**src/rtl/cabac_pair_serializer_pkg.sv**
```systemverilog
// Shared definitions for the CABAC pair serializer: pair type codes, pair width, group size.
// Shared by cabac_pair_serializer and cabac_pair_pri_enc.
package cabac_pair_serializer_pkg;

  localparam int PAIR_W   = 11;
  localparam int GROUP_N  = 8;
  localparam int GROUP_W  = PAIR_W * GROUP_N;
  localparam int IDX_W    = 3;
  localparam int BINCNT_W = 6;

  typedef enum logic [1:0] {
    PT_REGULAR = 2'b00,
    PT_EMPTY   = 2'b01,
    PT_BYPASS  = 2'b10,
    PT_RSVD    = 2'b11
  } pair_type_e;

  typedef enum logic [1:0] {
    S_IDLE = 2'd0,
    S_EMIT = 2'd1,
    S_DONE = 2'd2
  } state_e;

  typedef logic [PAIR_W-1:0] pair_t;

  // Empty and reserved pairs carry no bins and are never forwarded.
  function automatic logic pair_is_live(input pair_t p);
    return (pair_type_e'(p[10:9]) == PT_REGULAR) || (pair_type_e'(p[10:9]) == PT_BYPASS);
  endfunction

  function automatic logic [BINCNT_W-1:0] pair_bins(input pair_t p);
    if (pair_type_e'(p[10:9]) == PT_BYPASS) return BINCNT_W'(p[7:5]);
    return BINCNT_W'(1);
  endfunction

endpackage

```
**src/rtl/cabac_pair_serializer_pri_enc.sv**
```systemverilog
// Lowest-set-bit selector for the pending pair mask (module cabac_pair_pri_enc).
module cabac_pair_pri_enc
  import cabac_pair_serializer_pkg::*;
(
  input  logic [GROUP_N-1:0] mask,
  output logic [IDX_W-1:0]   idx,
  output logic               any
);

  always_comb begin
    idx = '0;
    for (int i = GROUP_N - 1; i >= 0; i--) begin
      if (mask[i]) idx = IDX_W'(i);
    end
  end

  assign any = |mask;

endmodule

```
**src/rtl/cabac_pair_serializer.sv**
```systemverilog
// Serializes a group of 8 CABAC ctx pairs into a one-pair-per-cycle stream, dropping empty pairs.
// Optional bin counter port bin_cnt_o is built only with CABAC_PAIR_BINCNT_EN defined.
//
// state  | meaning
// S_IDLE | ready for a new group
// S_EMIT | presenting pending pairs in index order
// S_DONE | one-cycle completion pulse
module cabac_pair_serializer
  import cabac_pair_serializer_pkg::*;
(
  input  logic               clk,
  input  logic               rst,
  input  logic               load_valid_i,
  output logic               load_ready_o,
  input  logic [GROUP_W-1:0] pair_group_i,
  output logic               pair_valid_o,
  output logic [PAIR_W-1:0]  pair_o,
  input  logic               pair_ready_i,
  output logic               done_o
`ifdef CABAC_PAIR_BINCNT_EN
  ,
  output logic [BINCNT_W-1:0] bin_cnt_o
`endif
);

  state_e             state_q, state_d;
  pair_t              pairs_q [GROUP_N];
  logic [GROUP_N-1:0] mask_q, load_mask, mask_clr;
  logic [IDX_W-1:0]   sel_idx;
  logic               mask_any;
  pair_t              sel_pair;
  logic               accept, xfer;

  always_comb begin
    load_mask = '0;
    for (int k = 0; k < GROUP_N; k++) begin
      load_mask[k] = pair_is_live(pair_group_i[k*PAIR_W +: PAIR_W]);
    end
  end

  cabac_pair_pri_enc u_pri_enc (
    .mask (mask_q),
    .idx  (sel_idx),
    .any  (mask_any)
  );

  assign sel_pair = pairs_q[sel_idx];
  assign mask_clr = mask_q & ~(GROUP_N'(1) << sel_idx);

  always_comb begin
    state_d      = state_q;
    load_ready_o = 1'b0;
    pair_valid_o = 1'b0;
    done_o       = 1'b0;
    case (state_q)
      S_IDLE: begin
        load_ready_o = 1'b1;
        if (load_valid_i) state_d = (|load_mask) ? S_EMIT : S_DONE;
      end
      S_EMIT: begin
        pair_valid_o = mask_any;
        if (pair_ready_i && (mask_clr == '0)) state_d = S_DONE;
      end
      S_DONE: begin
        done_o  = 1'b1;
        state_d = S_IDLE;
      end
      default: state_d = S_IDLE;
    endcase
  end

  assign accept = load_ready_o & load_valid_i;
  assign xfer   = pair_valid_o & pair_ready_i;
  assign pair_o = pair_valid_o ? sel_pair : '0;

  always_ff @(posedge clk) begin
    if (rst) state_q <= S_IDLE;
    else     state_q <= state_d;
  end

  always_ff @(posedge clk) begin
    if (rst) begin
      mask_q <= '0;
      for (int k = 0; k < GROUP_N; k++) pairs_q[k] <= '0;
    end else if (accept) begin
      mask_q <= load_mask;
      for (int k = 0; k < GROUP_N; k++) pairs_q[k] <= pair_group_i[k*PAIR_W +: PAIR_W];
    end else if (xfer) begin
      mask_q <= mask_clr;
    end
  end

`ifdef CABAC_PAIR_BINCNT_EN
  // Holds the last group's total through DONE and IDLE.
  always_ff @(posedge clk) begin
    if (rst)         bin_cnt_o <= '0;
    else if (accept) bin_cnt_o <= '0;
    else if (xfer)   bin_cnt_o <= bin_cnt_o + pair_bins(sel_pair);
  end
`endif

endmodule

```
**config.mk**
```make
export PLATFORM = sky130hd
export DESIGN_NAME = cabac_pair_serializer
export DESIGN_NICKNAME = d
export VERILOG_FILES = /design/src/rtl/cabac_pair_serializer_pkg.sv /design/src/rtl/cabac_pair_serializer_pri_enc.sv /design/src/rtl/cabac_pair_serializer.sv
export SDC_FILE = /design/constraint.sdc
export NUM_CORES = 1
export LEC_CHECK = 0
export CAP_MARGIN = 10
export CORE_UTILIZATION = 45
export CTS_BUF_LIST = sky130_fd_sc_hd__clkbuf_4
export DETAILED_ROUTE_END_ITERATION = 10
export GPL_TIMING_DRIVEN = 1
export PLACE_DENSITY = 0.73
export SYNTH_ARGS = -nofsm -noshare
export SYNTH_HDL_FRONTEND = slang
export SYNTH_SLANG_ARGS = --single-unit
```
**constraint.sdc**
```tcl
create_clock -name clk -period 5 [get_ports clk]
set_input_delay 0.75 -clock clk [delete_from_list [all_inputs] [get_ports clk]]
set_output_delay 0.75 -clock clk [all_outputs]
set_load 0.01 [all_outputs]
```
-- Word level (Yosys, flattened, before mapping)
Memories as Yosys holds them, arrays and structs flattened.
Cells that the tools add are included.
- equality and inequality tests: 12
- shift-type cells: 1
- multiplexer cells: 31
- bitwise operators: 12
- reductions and logical operators: 23
- operators by type and width (kind ; number):
    11-bit 2-to-1 mux ; 9
    3-bit 2-to-1 mux ; 8
    2-bit == test, second input constant ; 9
    2-bit logical NOT ; 9
    8-bit 2-to-1 mux ; 2
    8-bit OR reduction ; 2
    8-bit AND ; 1
    8-bit logical NOT ; 1
    1-bit logical OR ; 8
    1-bit 2-to-1 mux ; 8
    8-bit NOT ; 1
    1-bit OR ; 8
    1-bit by 3-bit << shifter with 8-bit output, first input constant ; 1
    2-bit 2-to-1 mux ; 3
    2-bit inequality test, second input constant ; 2
    2-bit one-hot mux with 2 select lines ; 1
    1-bit AND ; 2
    2-bit by 1-bit == test with 1-bit output, second input constant ; 1
    2-bit AND reduction ; 1
    2-bit nonzero test ; 1
    1-bit logical AND ; 1
- flip-flop bits (word level): 10
- bits in writable memories: 88
- input bits: 92
- output and inout port bits: 14
- word-level logic and storage cells: 82
- memories: 1
- memory list (memory ; depth ; bits a word ; rd ports ; clocked after memory_dff ; write ports ; RTL line ; RTL):
    pairs_q ; 8 ; 11 ; 1 ; 0 ; 8 ; cabac_pair_serializer.sv:27 ; pair_t pairs_q [GROUP_N];

-- Logic depth before layout (Yosys ltp)
Gate-level depths: netlist (run 1).
- depth after elaboration: 15
- mapped depth: 7
- mapped depth without buffers: 5

-- Cells and area by module
Synthesis (run 1) repeated with hierarchy kept, for this count alone.
- cell total of the unflattened synthesis: 314
- area, all modules: 4581.9 um2
- by module, submodules not included (module ; times used ; cells each ; area each (um2)):
    cabac_pair_serializer ; 1 ; 301 ; 4500.6
    cabac_pair_pri_enc ; 1 ; 13 ; 81.3

-- Least setup slack after synthesis (run 1)
Ideal clock, no wire load.
- path kind: input to register
- from: in rst
- to: mem pairs_q[0][0] (netlist name) (enable)
- setup time: 0.461 ns
- data arrival time: 3.439 ns
- data required time: 4.539 ns
- slack: 1.100 ns
- stages: 3
- path buffers: 2
- cells stage by stage: clkbuf_1 > clkbuf_1 > nand2b_1
- RTL lines (what ; RTL line ; RTL):
    from (decl) ; cabac_pair_serializer.sv:12 ; input logic rst,
    to (decl) ; cabac_pair_serializer.sv:27 ;

-- Worst setup path after layout (run 1)
- from: reg mask_q[0]
- to: out pair_o[10]
- word-level cells in the longest chain between the ends: 3
- elaborated cells between the ends (all ways): 5
- RTL lines (what ; RTL line ; RTL):
    from (decl) ; cabac_pair_serializer.sv:28 ; logic [GROUP_N-1:0] mask_q, load_mask, mask_clr;
    from (signal assigned) ; cabac_pair_serializer.sv:86 ; mask_q <= load_mask;
    from (signal assigned) ; cabac_pair_serializer.sv:89 ; mask_q <= mask_clr;
    3-bit 2-to-1 mux / 8-bit OR reduction (equally long branches) ; cabac_pair_serializer_pri_enc.sv:13, cabac_pair_serializer_pri_enc.sv:17 ;
    memory read 8 x 11 bit / 1-bit 2-to-1 mux (equally long branches) ; - ;
    11-bit 2-to-1 mux * ; cabac_pair_serializer.sv:74 ; assign pair_o = pair_valid_o ? sel_pair : '0;
    to (decl) ; cabac_pair_serializer.sv:17 ; output logic [PAIR_W-1:0] pair_o,
Every way passes the cells marked *; elsewhere a longest branch is shown, timed or not.

==> metrics.txt, run 1 <==
# TYPE chip_impl_metric gauge
chip_impl_metric{name="worst_ep_required_time",unit="ps"} 4250
chip_impl_metric{name="place_congestion",unit=""} 0.8646
chip_impl_metric{name="setup_tns_final",unit="ps"} 0
chip_impl_metric{name="holdBufCountCts",unit=""} 0
chip_impl_metric{name="postSynth.asyncResetShare",unit="%"} 0
chip_impl_info{name="ys.flop_type",value="sky130_fd_sc_hd__edfxtp_1"} 1
chip_impl_metric{name="drt-vias-per-instance",unit=""} 5.331
chip_impl_metric{name="drt_pass1_iterations",unit=""} 4
chip_impl_metric{name="port_buffers",unit=""} 105
chip_impl_metric{name="grt_max_degree",unit=""} 89
chip_impl_metric{name="worstPathMaxFanout",unit=""} 21
chip_impl_metric{name="cts_sinks",unit=""} 98
chip_impl_metric{name="fin_area",unit="µm²"} 5969
chip_impl_metric{name="diodes",unit=""} 0
chip_impl_metric{name="final_net_count",unit=""} 582
chip_impl_metric{name="antenna_left",unit=""} 0
chip_impl_metric{name="timing.fmax",unit="MHz"} 229.0
chip_impl_metric{name="finalWirelength",unit="µm"} 10740
chip_impl_metric{name="routedWlPerCell",unit="µm"} 17.11
chip_impl_metric{name="power.total",unit="mW"} 1.762
chip_impl_metric{name="synth_area_per_cell",unit="µm²"} 11.82
chip_impl_metric{name="dr.first_iter.drc_count",unit=""} 157
chip_impl_metric{name="dp.final_hpwl",unit="µm"} 7376
chip_impl_metric{name="skew",unit="ps"} 15.72
chip_impl_info{name="cts.root.buffer_cell",value="sky130_fd_sc_hd__clkbuf_4"} 1
chip_impl_metric{name="timing.final.hold_violations",unit=""} 0
chip_impl_metric{name="grt_use_total",unit="%"} 20.46
chip_impl_metric{name="die_height",unit="µm"} 104.0
chip_impl_metric{name="post_synth_and_or_nand_nor_area_fraction",unit="%"} 21.33
chip_impl_metric{name="grt_antenna_before_repair",unit=""} 0
chip_impl_metric{name="final_core_utilization",unit="%"} 60.24
chip_impl_metric{name="first_global_vias",unit=""} 3424
chip_impl_metric{name="synth-warning-count",unit=""} 0
chip_impl_metric{name="normalized_max_slew_margin",unit="%"} 23.42
chip_impl_metric{name="drive_gt1_share",unit="%"} 8.081
chip_impl_metric{name="cts-buffers-inserted",unit=""} 9
chip_impl_metric{name="syn_area",unit="µm²"} 4681
chip_impl_info{name="run_status",value="finished, final reports clean"} 1
chip_impl_metric{name="final.period_utilization",unit="%"} 87.32
chip_impl_metric{name="cts.clk_slew.worst_paths",unit="ps"} 160
chip_impl_metric{name="maximum_buffer_depth_of_the_clock_tree",unit=""} 2
chip_impl_metric{name="yosys.area_share.xor_xnor",unit="%"} 0
chip_impl_info{name="clock_tree_from_tritoncts",value="done"} 1
chip_impl_metric{name="globalRoute.totalOverflow",unit=""} 0
chip_impl_metric{name="worst-slew-pin-transition",unit="ps"} 1149
chip_impl_metric{name="finalSetupViolations",unit=""} 0
chip_impl_metric{name="filler_cell_count",unit=""} 828
chip_impl_metric{name="cellLeakagePower",unit="nW"} 2.100
chip_impl_metric{name="layout_min_cycle_time",unit="ps"} 4366
chip_impl_metric{name="power.density_cell_area",unit="nW/µm²"} 295.1
chip_impl_metric{name="finalNonFillerCells",unit=""} 628
chip_impl_metric{name="layout-area-overhead-vs-synth",unit="%"} 27.53
chip_impl_metric{name="fraction_of_the_mapped_netlist_area_in_adder_cells",unit="%"} 0.2138
chip_impl_metric{name="floorplan.core_area",unit="µm²"} 9910
chip_impl_metric{name="yosys.cell_types.count",unit=""} 41
chip_impl_metric{name="h-tree-depth",unit=""} 3
chip_impl_metric{name="number_of_synthesized_register_bits",unit=""} 98
chip_impl_metric{name="r2r_setup_slack",unit="ps"} 2580
chip_impl_info{name="holdCritPathClass",value="flip-flop to flip-flop"} 1
chip_impl_metric{name="number_of_flops_mapped_to_enable_cells_by_yosys",unit=""} 88
chip_impl_metric{name="synth_sequential_area_ratio",unit="%"} 60.73
chip_impl_info{name="rsz0062_at_grt",value="false"} 1
chip_impl_metric{name="synth_cells",unit=""} 396
chip_impl_metric{name="cts-resized-gates",unit=""} 0
chip_impl_metric{name="power.ir.vdd_worst",unit="mV"} 0.1295
chip_impl_metric{name="worstPathArrival",unit="ps"} 3620
chip_impl_metric{name="timing.final.max_slew_violations",unit=""} 0
chip_impl_metric{name="rows",unit=""} 36
chip_impl_metric{name="starting_density",unit="%"} 47.23
chip_impl_metric{name="vias",unit=""} 3348
chip_impl_info{name="critical_path_class",value="flip-flop to primary output"} 1
chip_impl_metric{name="synth-compound-area-share",unit="%"} 13.21
chip_impl_metric{name="area.sequential",unit="µm²"} 2843
chip_impl_metric{name="cap_viol_max_count",unit=""} 0
chip_impl_metric{name="place_inst",unit=""} 612
chip_impl_metric{name="syn_nets",unit=""} 488
chip_impl_info{name="combinational_family_with_the_most_area_after_synthesis",value="simple AND/OR/NAND/NOR gates"} 1
chip_impl_metric{name="boundaryPins",unit=""} 106
chip_impl_metric{name="floorplan.die_area",unit="µm²"} 10810
chip_impl_metric{name="post-cts-setup-buffer-count",unit=""} 0
chip_impl_metric{name="grt_first_pass_wirelength",unit="µm"} 17250
chip_impl_metric{name="placed_cell_area",unit="µm²"} 5839
chip_impl_metric{name="area_of_the_multi_input_gates",unit="µm²"} 1659
chip_impl_metric{name="chipWidth",unit="µm"} 104.0
chip_impl_metric{name="muxShareOfSynthArea",unit="%"} 0.2138
chip_impl_metric{name="insertion_delay",unit="ps"} 440
chip_impl_metric{name="drc",unit=""} 0
chip_impl_info{name="worst_setup_path_end_kind",value="primary output"} 1
chip_impl_info{name="critPathLaunchType",value="flip-flop"} 1
==> path summary, 6_finish.rpt <==
path / start / to / cells after the start
worst min-delay path: mask_q[7] / mask_q[7] / 2
worst min register to register: mask_q[7] / mask_q[7] / 2
worst max-delay path: mask_q[0] / pair_o[10] / 6
worst max register to register: mask_q[0] / mask_q[1] / 6
==> stage by stage <==
step | hold slack [ps] | worst slack [ps]
2_1_floorplan | 540.0 | 1100
3_5_place_dp | 623.7 | 1068
4_1_cts | 645.8 | 555.8
3_3_place_gp | 602.5 | 1201
6_report | 656.3 | 633.8
5_1_grt | 677.2 | 431.0
==> critical path, stage by stage, from the launching register on <==
cell,delay (ps)
sky130_fd_sc_hd__dfxtp_1,550
sky130_fd_sc_hd__or4_4,680
sky130_fd_sc_hd__nor3_4,630
sky130_fd_sc_hd__o21ai_0,260
sky130_fd_sc_hd__or3_1,410
sky130_fd_sc_hd__o221ai_1,80
sky130_fd_sc_hd__clkdlybuf4s50_1,570
==> sequential cells by signal, summed over array words and instances, names as in the netlist <==
| name | flops |
|---|---|
| mask_q | 8 |
| pairs_q | 88 |
| state_q | 2 |
==> report_power, final <==
group          switching, mW  internal, mW  total [mW]
Combinational          0.180         0.173       0.353
Clock                  0.286         0.111       0.397
Sequential            0.0365         0.975        1.01
Total                  0.502          1.26        1.76
==> cells in the mapped netlist (2+ instances only) <==
master	number	area, µm²
sky130_fd_sc_hd__edfxtp_1	88	2643
sky130_fd_sc_hd__and2_1	67	419.2
sky130_fd_sc_hd__nor2b_1	35	219.0
sky130_fd_sc_hd__inv_1	22	82.58
sky130_fd_sc_hd__o221ai_1	21	183.9
sky130_fd_sc_hd__clkbuf_1	20	75.07
sky130_fd_sc_hd__nor2_1	19	71.32
sky130_fd_sc_hd__nor3_1	16	80.08
sky130_fd_sc_hd__or3_1	11	68.82
sky130_fd_sc_hd__dfxtp_1	10	200.2
sky130_fd_sc_hd__o21a_1	10	75.07
sky130_fd_sc_hd__o22ai_1	10	62.56
sky130_fd_sc_hd__a21oi_1	9	45.04
sky130_fd_sc_hd__o21ai_2	9	78.83
sky130_fd_sc_hd__o21ai_0	5	25.02
sky130_fd_sc_hd__nand2b_1	4	25.02
sky130_fd_sc_hd__a31oi_1	3	18.77
sky130_fd_sc_hd__buf_1	3	11.26
sky130_fd_sc_hd__o211ai_1	3	22.52
sky130_fd_sc_hd__a2111oi_0	2	17.52
sky130_fd_sc_hd__a211oi_1	2	15.01
sky130_fd_sc_hd__buf_2	2	10.01
sky130_fd_sc_hd__buf_6	2	22.52
sky130_fd_sc_hd__nand2_1	2	7.510
sky130_fd_sc_hd__nand4_1	2	12.51
sky130_fd_sc_hd__nor4_2	2	25.02
sky130_fd_sc_hd__nor4b_1	2	17.52
sky130_fd_sc_hd__o31ai_1	2	15.01
==> per-layer routing <==
metal | track usage [%] | wire, µm | share of wire, %
met3 | 3.133 | 502 | 4.7
met2 | 35.57 | 5523 | 51
met4 | 6.939 | 174 | 1.6
met1 | 26.03 | 4543 | 42
met5 | 0 | 0 | 0
==> kinds of logic (layout without fill, tap and decap cells) <==
group                      count (synthesis)  after routing
buffers and inverters                     49            148
adders and majority gates                  1              1
muxes                                      1              1
and+or+nand+nor                          165            165
AOI/OAI and AO/OA                         82             82
DFF                                       98             98
==> layout by cell type (no fill, tap or decap), types with 9 or more instances in the layout <==
cell                              synthesis  routed
sky130_fd_sc_hd__clkdlybuf4s50_1          0     105
sky130_fd_sc_hd__edfxtp_1                88      88
sky130_fd_sc_hd__and2_1                  67      67
sky130_fd_sc_hd__nor2b_1                 35      35
sky130_fd_sc_hd__inv_1                   22      22
sky130_fd_sc_hd__o221ai_1                21      21
sky130_fd_sc_hd__nor2_1                  19      18
sky130_fd_sc_hd__nor3_1                  16      16
sky130_fd_sc_hd__o21ai_2                  9      11
sky130_fd_sc_hd__or3_1                   11      11
sky130_fd_sc_hd__o22ai_1                 10      10
sky130_fd_sc_hd__o21a_1                  10      10
sky130_fd_sc_hd__dfxtp_1                 10      10
sky130_fd_sc_hd__a21oi_1                  9       9
sky130_fd_sc_hd__clkbuf_4                 0       9
==> final cells by class <==
cell class | count | area share, %
Tap cell | 133 | 2.788
Sequential cell | 98 | 47.62
Multi-Input combinational cell | 249 | 27.79
Clock inverter | 7 | 1.048
Timing Repair Buffer | 110 | 18.24
Clock buffer | 9 | 1.132
Inverter | 22 | 1.383
Power figures use the tool's default switching activity.
==> inputs of run 2 (changes only) <==
- ABC_AREA: unset -> 1
- PLACE_DENSITY: 0.73 -> 0.72
==> run 2 against run 1 <==
Register-to-register slack better by 330 ps. Wire length is 2.2% higher. Cell area is 2.6% higher. Critical path type unchanged. Sequential power hardly changed. Critical endpoint is now pair_o[2]. Largest power group unchanged. Setup slack better by 630 ps.
==> metrics.txt, run 2 <==
# TYPE chip_impl_metric gauge
chip_impl_metric{name="diodes",unit=""} 0
chip_impl_metric{name="postSynth.asyncResetShare",unit="%"} 0
chip_impl_metric{name="globalRoute.totalOverflow",unit=""} 0
chip_impl_metric{name="area.sequential",unit="µm²"} 2843
chip_impl_metric{name="first_global_vias",unit=""} 3768
chip_impl_metric{name="worstPathMaxFanout",unit=""} 22
chip_impl_info{name="hold_path_startpoint",value="mask_q[1]"} 1
chip_impl_metric{name="finalNonFillerCells",unit=""} 801
chip_impl_metric{name="cts-resized-gates",unit=""} 0
chip_impl_metric{name="finalSetupViolations",unit=""} 0
chip_impl_metric{name="final_net_count",unit=""} 752
chip_impl_metric{name="route.layer.met1.wl",unit="µm"} 4900
chip_impl_metric{name="normalized_max_slew_margin",unit="%"} 24.91
chip_impl_metric{name="largest_register_ff_count",unit=""} 88
chip_impl_metric{name="synth-compound-area-share",unit="%"} 6.701
chip_impl_metric{name="yosys.cell_types.count",unit=""} 33
chip_impl_metric{name="rows",unit=""} 37
chip_impl_info{name="ys.flop_type",value="sky130_fd_sc_hd__edfxtp_1"} 1
chip_impl_metric{name="insertion_delay",unit="ps"} 420
chip_impl_info{name="most-common-layout-cells",value="sky130_fd_sc_hd__nor2_1, sky130_fd_sc_hd__inv_1, sky130_fd_sc_hd__clkdlybuf4s50_1, sky130_fd_sc_hd__edfxtp_1, sky130_fd_sc_hd__nand2_1"} 1
chip_impl_info{name="layout.cells.most_common",value="sky130_fd_sc_hd__nor2_1"} 1
chip_impl_metric{name="floorplan.core_area",unit="µm²"} 10420
chip_impl_metric{name="final.period_utilization",unit="%"} 74.70
chip_impl_info{name="critPathLaunchType",value="flip-flop"} 1
chip_impl_metric{name="cap_viol_max_count",unit=""} 0
chip_impl_metric{name="setup_ws",unit="ps"} 1265
chip_impl_metric{name="worst_ep_required_time",unit="ps"} 4250
chip_impl_metric{name="antenna_left",unit=""} 0
chip_impl_metric{name="timing.final.hold_violations",unit=""} 0
chip_impl_metric{name="drc",unit=""} 0
chip_impl_info{name="cell_types_occupying_the_most_area_after_synthesis",value="sky130_fd_sc_hd__edfxtp_1, sky130_fd_sc_hd__nor2_1, sky130_fd_sc_hd__inv_1, sky130_fd_sc_hd__nand2_1, sky130_fd_sc_hd__dfxtp_1"} 1
chip_impl_metric{name="worst-slew-pin-transition",unit="ps"} 1126
chip_impl_metric{name="power.density_cell_area",unit="nW/µm²"} 334.9
chip_impl_metric{name="timing.hold.worst_path_depth",unit=""} 2
chip_impl_info{name="worstReg2RegStart",value="state_q[1]"} 1
chip_impl_info{name="yosys.area.top_type",value="sky130_fd_sc_hd__edfxtp_1"} 1
chip_impl_metric{name="drt-vias-per-instance",unit=""} 4.816
chip_impl_metric{name="skew",unit="ps"} 14.76
chip_impl_metric{name="drive_gt1_share",unit="%"} 7.218
chip_impl_info{name="run_status",value="finished, final reports clean"} 1
chip_impl_metric{name="syn_nets",unit=""} 655
chip_impl_metric{name="met3WireLength",unit="µm"} 868
chip_impl_info{name="dr.max_layer_used",value="met4"} 1
chip_impl_metric{name="dp.final_hpwl",unit="µm"} 7878
chip_impl_metric{name="rr_worst_depth",unit=""} 5
chip_impl_metric{name="grt_max_degree",unit=""} 89
chip_impl_metric{name="dr.first_iter.drc_count",unit=""} 251
chip_impl_metric{name="boundaryPins",unit=""} 106
chip_impl_metric{name="cellLeakagePower",unit="nW"} 2.759
chip_impl_info{name="worst_r2r_endpoint",value="pairs_q[3][10]"} 1
chip_impl_metric{name="number_of_flops_mapped_to_enable_cells_by_yosys",unit=""} 88
chip_impl_metric{name="layout-area-overhead-vs-synth",unit="%"} 25.67
chip_impl_metric{name="chipWidth",unit="µm"} 106.1
chip_impl_info{name="cts.root.buffer_cell",value="sky130_fd_sc_hd__clkbuf_4"} 1
chip_impl_metric{name="timing.final.max_slew_violations",unit=""} 0
chip_impl_metric{name="post-cts-setup-buffer-count",unit=""} 0
chip_impl_metric{name="worstPathArrival",unit="ps"} 2980
chip_impl_metric{name="synth.top_cell.area_share",unit="%"} 54.22
chip_impl_metric{name="power.ir.vdd_worst",unit="mV"} 0.1363
chip_impl_metric{name="post_synth_and_or_nand_nor_area_fraction",unit="%"} 22.36
chip_impl_metric{name="timing.fmax",unit="MHz"} 267.8
chip_impl_metric{name="placement.setup.worst_slack",unit="ps"} 1753
chip_impl_metric{name="h-tree-depth",unit=""} 3
chip_impl_info{name="yosys.cell_count.top_type",value="sky130_fd_sc_hd__nor2_1"} 1
chip_impl_metric{name="synth_area_per_cell",unit="µm²"} 8.656
chip_impl_metric{name="grt_first_pass_wirelength",unit="µm"} 17740
chip_impl_metric{name="yosys.area_share.xor_xnor",unit="%"} 0
chip_impl_metric{name="r2r_setup_slack",unit="ps"} 2910
chip_impl_metric{name="setup_tns_final",unit="ps"} 0
chip_impl_info{name="clock_tree_from_tritoncts",value="done"} 1
chip_impl_metric{name="cts-buffers-inserted",unit=""} 9
chip_impl_metric{name="die_height",unit="µm"} 106.1
chip_impl_metric{name="grt_antenna_before_repair",unit=""} 0
chip_impl_metric{name="holdBufCountCts",unit=""} 0
chip_impl_metric{name="place_inst",unit=""} 785
chip_impl_metric{name="maximum_buffer_depth_of_the_clock_tree",unit=""} 2
chip_impl_metric{name="syn_area",unit="µm²"} 4873
chip_impl_metric{name="fraction_of_the_mapped_netlist_area_in_adder_cells",unit="%"} 0
chip_impl_metric{name="port_buffers",unit=""} 105
chip_impl_metric{name="vias",unit=""} 3858
chip_impl_metric{name="place_congestion",unit=""} 0.8556
chip_impl_info{name="holdCritPathClass",value="flip-flop to flip-flop"} 1
chip_impl_info{name="rsz0062_at_grt",value="false"} 1
chip_impl_metric{name="cts_sinks",unit=""} 98
chip_impl_info{name="registers.top_by_ff_count",value="pairs_q"} 1
chip_impl_info{name="worst_setup_path_end_kind",value="primary output"} 1
chip_impl_metric{name="number_of_synthesized_register_bits",unit=""} 98
chip_impl_metric{name="cts.clk_slew.worst_paths",unit="ps"} 150
chip_impl_metric{name="finalWirelength",unit="µm"} 10980
chip_impl_info{name="critical_path_class",value="flip-flop to primary output"} 1
chip_impl_metric{name="area_of_the_multi_input_gates",unit="µm²"} 1424
chip_impl_metric{name="grt_use_total",unit="%"} 20.39
chip_impl_metric{name="layout_min_cycle_time",unit="ps"} 3735
chip_impl_metric{name="muxShareOfSynthArea",unit="%"} 0
chip_impl_metric{name="routedWlPerCell",unit="µm"} 13.71
chip_impl_info{name="timing.hold.worst_endpoint",value="mask_q[1]"} 1
chip_impl_metric{name="starting_density",unit="%"} 46.79
chip_impl_metric{name="met2WireLength",unit="µm"} 5048
chip_impl_metric{name="synth-warning-count",unit=""} 0
chip_impl_info{name="largest_registers",value="pairs_q x88, mask_q x8, state_q x2"} 1
chip_impl_metric{name="filler_cell_count",unit=""} 941
chip_impl_metric{name="drt_pass1_iterations",unit=""} 6
chip_impl_info{name="synthTopCellsByCount",value="sky130_fd_sc_hd__nor2_1, sky130_fd_sc_hd__inv_1, sky130_fd_sc_hd__edfxtp_1, sky130_fd_sc_hd__nand2_1, sky130_fd_sc_hd__nand3_1"} 1
chip_impl_metric{name="synth_sequential_area_ratio",unit="%"} 58.33
chip_impl_metric{name="synth_cells",unit=""} 563
chip_impl_metric{name="floorplan.die_area",unit="µm²"} 11250
chip_impl_info{name="combinational_family_with_the_most_area_after_synthesis",value="simple AND/OR/NAND/NOR gates"} 1
run 2: changes by cell type in the layout (fill, tap and decap cells not counted), moves of 26 or more:
| cell | delta |
|---|---|
| sky130_fd_sc_hd__inv_1 | +106 |
| sky130_fd_sc_hd__nor2b_1 | -35 |
| sky130_fd_sc_hd__nand2_1 | +54 |
| sky130_fd_sc_hd__nand3_1 | +26 |
| sky130_fd_sc_hd__and2_1 | -67 |
| sky130_fd_sc_hd__nor2_1 | +123 |
run 2: stage by stage:
step | utilization (%) | power [mW] | hold slack [ps] | cell area, µm²
2_1_floorplan | - | 1.476 | 469.7 | 4873
3_3_place_gp | 57.66 | 1.682 | 496.0 | 6006
3_5_place_dp | 57.66 | 1.698 | 490.5 | 6006
4_1_cts | 58.80 | 2.056 | 508.6 | 6125
5_1_grt | 58.80 | 2.170 | 553.8 | 6125
6_report | 58.80 | 2.051 | 508.9 | 6125
run 2: worst max path at each step:
stage,cells past startpoint,slack (ps),to,start
floorplan,3,1510,pairs_q[0][0],rst
global placement,11,1800,pair_o[3],mask_q[7]
detailed placement,11,1750,pair_o[3],mask_q[7]
CTS,11,1270,pair_o[3],mask_q[7]
global route,11,1020,pair_o[0],mask_q[7]
finish,11,1270,pair_o[2],mask_q[7]
run 2: logic make-up after synthesis:
group / Yosys count
AND/OR/NAND/NOR: 254
buffers and inverters: 156
AO/OA/AOI/OAI: 55
flip-flops: 98
run 2: area by class of cell:
cell class,instances,area share [%]
repair buffers,106,17.28
well taps,136,2.778
inverters,136,8.335
clock inverters,6,0.7150
flip-flops and latches,98,46.41
clock buffers,10,1.226
multi-input cells,309,23.25
run 2: report_power, final:
| part | internal (mW) | leakage (nW) | switching [mW] |
|---|---|---|---|
| clock network | 0.108 | 0.0563 | 0.258 |
| logic | 0.249 | 1.67 | 0.396 |
| registers | 1.00 | 1.03 | 0.0367 |
| total | 1.36 | 2.76 | 0.691 |
run 2: per-layer routing:
metal,GRT usage [%],vias to the layer above
met5,0,-
met4,7.937,0
met3,2.269,15
met2,32.12,157
met1,28.99,1750
li1,-,1936
run 2: worst max-delay path, cell delays in order, from the launching register on:
cell and delay [ps]:
sky130_fd_sc_hd__dfxtp_1 440, sky130_fd_sc_hd__nand2_1 70, sky130_fd_sc_hd__nand2_1 50, sky130_fd_sc_hd__nand2_1 50
sky130_fd_sc_hd__nand2_2 80, sky130_fd_sc_hd__nand2_2 70, sky130_fd_sc_hd__nand2_1 580, sky130_fd_sc_hd__o21ai_1 110
sky130_fd_sc_hd__nor2_1 210, sky130_fd_sc_hd__nand3_1 100, sky130_fd_sc_hd__a21oi_1 210, sky130_fd_sc_hd__clkdlybuf4s50_1 570
==> inputs of run 3 (changes only) <==
- clock period: 5 -> 3.64 ns (I/O delays scaled with it)
==> run 3 against run 2 <==
Via count is 0.39% higher. Register-to-register slack worse by 1200 ps. Clock power is 49% higher. Total power is 40% higher. Clock-buffer cell count is 1 lower. Critical path type unchanged. Critical endpoint is now pair_o[10]. Largest cell class unchanged.
==> metrics.txt, run 3 (synthesis results as in run 2) <==
# TYPE chip_impl_metric gauge
chip_impl_metric{name="setup_ws",unit="ps"} 265.7
chip_impl_metric{name="hold_slack",unit="ps"} 537.0
chip_impl_metric{name="first_global_vias",unit=""} 3664
chip_impl_metric{name="drt-vias-per-instance",unit=""} 4.805
chip_impl_metric{name="grt_max_degree",unit=""} 67
chip_impl_info{name="critical-path-top-cell-by-count",value="sky130_fd_sc_hd__nor2_1"} 1
chip_impl_metric{name="worst-slew-pin-transition",unit="ps"} 650.4
chip_impl_metric{name="insertion_delay",unit="ps"} 440
chip_impl_metric{name="drt_pass1_iterations",unit=""} 5
chip_impl_metric{name="cts.clk_slew.worst_paths",unit="ps"} 170
chip_impl_metric{name="rr_worst_depth",unit=""} 6
chip_impl_metric{name="antenna_left",unit=""} 0
chip_impl_metric{name="cpPeakStageDelay",unit="ps"} 560
chip_impl_metric{name="starting_density",unit="%"} 46.79
chip_impl_metric{name="power.ir.vdd_worst",unit="mV"} 0.2727
chip_impl_metric{name="vias",unit=""} 3873
chip_impl_metric{name="finalSetupViolations",unit=""} 0
chip_impl_metric{name="drc",unit=""} 0
chip_impl_metric{name="timing.final.max_slew_violations",unit=""} 0
chip_impl_info{name="rsz0062_at_grt",value="false"} 1
chip_impl_metric{name="final_net_count",unit=""} 757
chip_impl_metric{name="placement.setup.worst_slack",unit="ps"} 722.0
chip_impl_metric{name="worstPathArrival",unit="ps"} 2830
chip_impl_metric{name="skew",unit="ps"} 26.87
chip_impl_metric{name="drive_gt1_share",unit="%"} 8.209
chip_impl_metric{name="holdBufCountCts",unit=""} 0
chip_impl_metric{name="timing.final.hold_violations",unit=""} 0
chip_impl_info{name="worstReg2RegStart",value="state_q[1]"} 1
chip_impl_info{name="clock_tree_from_tritoncts",value="done"} 1
chip_impl_metric{name="r2r_setup_slack",unit="ps"} 1730
chip_impl_metric{name="timing.hold.worst_path_depth",unit=""} 2
chip_impl_info{name="cpLargestDelayFamily",value="simple AND/OR/NAND/NOR gates"} 1
chip_impl_info{name="worst_setup_path_end_kind",value="primary output"} 1
chip_impl_metric{name="floorplan.die_area",unit="µm²"} 11250
chip_impl_metric{name="power.internal",unit="mW"} 1.884
chip_impl_metric{name="grt_use_total",unit="%"} 20.77
chip_impl_metric{name="power.combinational.fraction",unit="%"} 31.4
chip_impl_metric{name="cp.buffers_inverters",unit=""} 1
chip_impl_metric{name="cap_viol_max_count",unit=""} 0
chip_impl_metric{name="post-cts-setup-buffer-count",unit=""} 0
chip_impl_metric{name="chipWidth",unit="µm"} 106.1
chip_impl_metric{name="power.density_cell_area",unit="nW/µm²"} 465.2
chip_impl_info{name="most-common-layout-cells",value="sky130_fd_sc_hd__nor2_1, sky130_fd_sc_hd__inv_1, sky130_fd_sc_hd__clkdlybuf4s50_1, sky130_fd_sc_hd__edfxtp_1, sky130_fd_sc_hd__nand2_1"} 1
chip_impl_metric{name="power.total",unit="mW"} 2.877
chip_impl_metric{name="cts_sinks",unit=""} 98
chip_impl_metric{name="port_buffers",unit=""} 105
chip_impl_metric{name="die_height",unit="µm"} 106.1
chip_impl_metric{name="h-tree-depth",unit=""} 3
chip_impl_metric{name="final.period_utilization",unit="%"} 92.70
chip_impl_info{name="worst_r2r_endpoint",value="pairs_q[2][6]"} 1
chip_impl_metric{name="globalRoute.totalOverflow",unit=""} 0
chip_impl_info{name="timing.hold.worst_endpoint",value="mask_q[1]"} 1
chip_impl_metric{name="dr.first_iter.drc_count",unit=""} 252
chip_impl_metric{name="dp.final_hpwl",unit="µm"} 8191
chip_impl_metric{name="finalWirelength",unit="µm"} 11490
chip_impl_info{name="cts.root.buffer_cell",value="sky130_fd_sc_hd__clkbuf_4"} 1
chip_impl_info{name="hold_path_startpoint",value="mask_q[1]"} 1
chip_impl_metric{name="rows",unit=""} 37
chip_impl_metric{name="clkPwrFrac",unit="%"} 19.0
chip_impl_metric{name="power.switching_fraction",unit="%"} 34.53
chip_impl_info{name="layout.cells.most_common",value="sky130_fd_sc_hd__nor2_1"} 1
chip_impl_metric{name="maximum_buffer_depth_of_the_clock_tree",unit=""} 2
chip_impl_metric{name="cts-buffers-inserted",unit=""} 9
chip_impl_metric{name="setup_tns_final",unit="ps"} 0
chip_impl_info{name="run_status",value="finished, final reports clean"} 1
chip_impl_metric{name="place_congestion",unit=""} 0.8666
chip_impl_info{name="critPathLaunchType",value="flip-flop"} 1
chip_impl_info{name="critical_path_class",value="flip-flop to primary output"} 1
chip_impl_metric{name="power_switching",unit="mW"} 0.9933
chip_impl_metric{name="worst_ep_required_time",unit="ps"} 3090
chip_impl_metric{name="diodes",unit=""} 0
chip_impl_metric{name="grt_antenna_before_repair",unit=""} 0
chip_impl_metric{name="normalized_max_slew_margin",unit="%"} 56.64
chip_impl_metric{name="grt_first_pass_wirelength",unit="µm"} 18040
chip_impl_metric{name="largest_register_ff_count",unit=""} 88
chip_impl_info{name="cpMaxStageDelayCell",value="sky130_fd_sc_hd__clkdlybuf4s50_1"} 1
chip_impl_metric{name="routedWlPerCell",unit="µm"} 14.26
chip_impl_metric{name="cellLeakagePower",unit="nW"} 2.800
chip_impl_info{name="holdCritPathClass",value="flip-flop to flip-flop"} 1
chip_impl_metric{name="timing.fmax",unit="MHz"} 296.4
chip_impl_metric{name="layout_min_cycle_time",unit="ps"} 3374
chip_impl_metric{name="layout-area-overhead-vs-synth",unit="%"} 26.91
chip_impl_info{name="crit_chain",value="nor2_1 > nand2_1 > nor2_4 > o21ai_0 > nor2_1 > nand3_1 > a21oi_1 > clkdlybuf4s50_1"} 1
chip_impl_info{name="registers.top_by_ff_count",value="pairs_q"} 1
chip_impl_info{name="largest_registers",value="pairs_q x88, mask_q x8, state_q x2"} 1
chip_impl_metric{name="power.share.sequential",unit="%"} 49.6
chip_impl_metric{name="worstPathMaxFanout",unit=""} 16
chip_impl_metric{name="boundaryPins",unit=""} 106
chip_impl_metric{name="final_core_utilization",unit="%"} 59.38
chip_impl_metric{name="floorplan.core_area",unit="µm²"} 10420
==> run 3: repair_timing <==
| item | 4_1_cts | 5_1_grt |
|---|---|---|
| resized for setup | 0 | 1 |
| hold endpoints to repair | 0 | 0 |
| setup endpoints to repair | 0 | 2 |
==> run 3: area by class of cell <==
type                       count  area [µm²]
clock buffer                   9       67.56
fill                         920        4232
tap                          136       170.2
sequential                    98        2843
multi-input combinational    309        1426
inverter                     136       510.5
timing repair buffer         111        1109
clock inverter                 7       58.81
==> run 3: worst reg2reg max path: stages (launching register included) <==
cell                      delay [ps]
sky130_fd_sc_hd__dfxtp_1         410
sky130_fd_sc_hd__nor2_1           80
sky130_fd_sc_hd__nand2_1         290
sky130_fd_sc_hd__nor2_1          130
sky130_fd_sc_hd__inv_2            60
sky130_fd_sc_hd__buf_4           510
sky130_fd_sc_hd__nor2_1          160
==> run 3: metrics by stage <==
| stage | std cells | instance area [µm²] |
|---|---|---|
| final | 806 | 6185 |
| after global routing | 806 | 6185 |
| after CTS | 806 | 6182 |
| after detailed placement | 790 | 6056 |
| after global placement | 790 | 6056 |
| after floorplan | 563 | 4873 |
==> run 3: routing by layer <==
metal  vias to the layer above  part of all wire, %  global-route usage (%)
met1                      1770                   48                   30.45
met4                         0                  1.1                   5.556
met2                       147                   45                   32.73
li1                       1944                    -                       -
met3                        12                  6.5                   2.391
met5                         -                    0                       0
==> run 3: worst max path at each step <==
stage | startpoint | endpoint | slack, ps | cells past startpoint
2_1_floorplan | rst | pairs_q[0][0] | 360 | 3
3_3_place_gp | mask_q[7] | pair_o[10] | 790 | 12
3_5_place_dp | mask_q[7] | pair_o[10] | 720 | 12
4_1_cts | mask_q[7] | pair_o[10] | 220 | 12
5_1_grt | mask_q[0] | pair_o[5] | 70 | 9
6_report | mask_q[1] | pair_o[10] | 270 | 8
==> run 3: power groups by stage <==
stage          clock, mW  sequential [mW]  combinational (mW)
3_3_place_gp           0             1.45               0.887
5_1_grt            0.596             1.44                1.01
2_1_floorplan          0             1.44               0.588
4_1_cts            0.552             1.43               0.903
6_report           0.545             1.43               0.904
3_5_place_dp           0             1.45               0.898
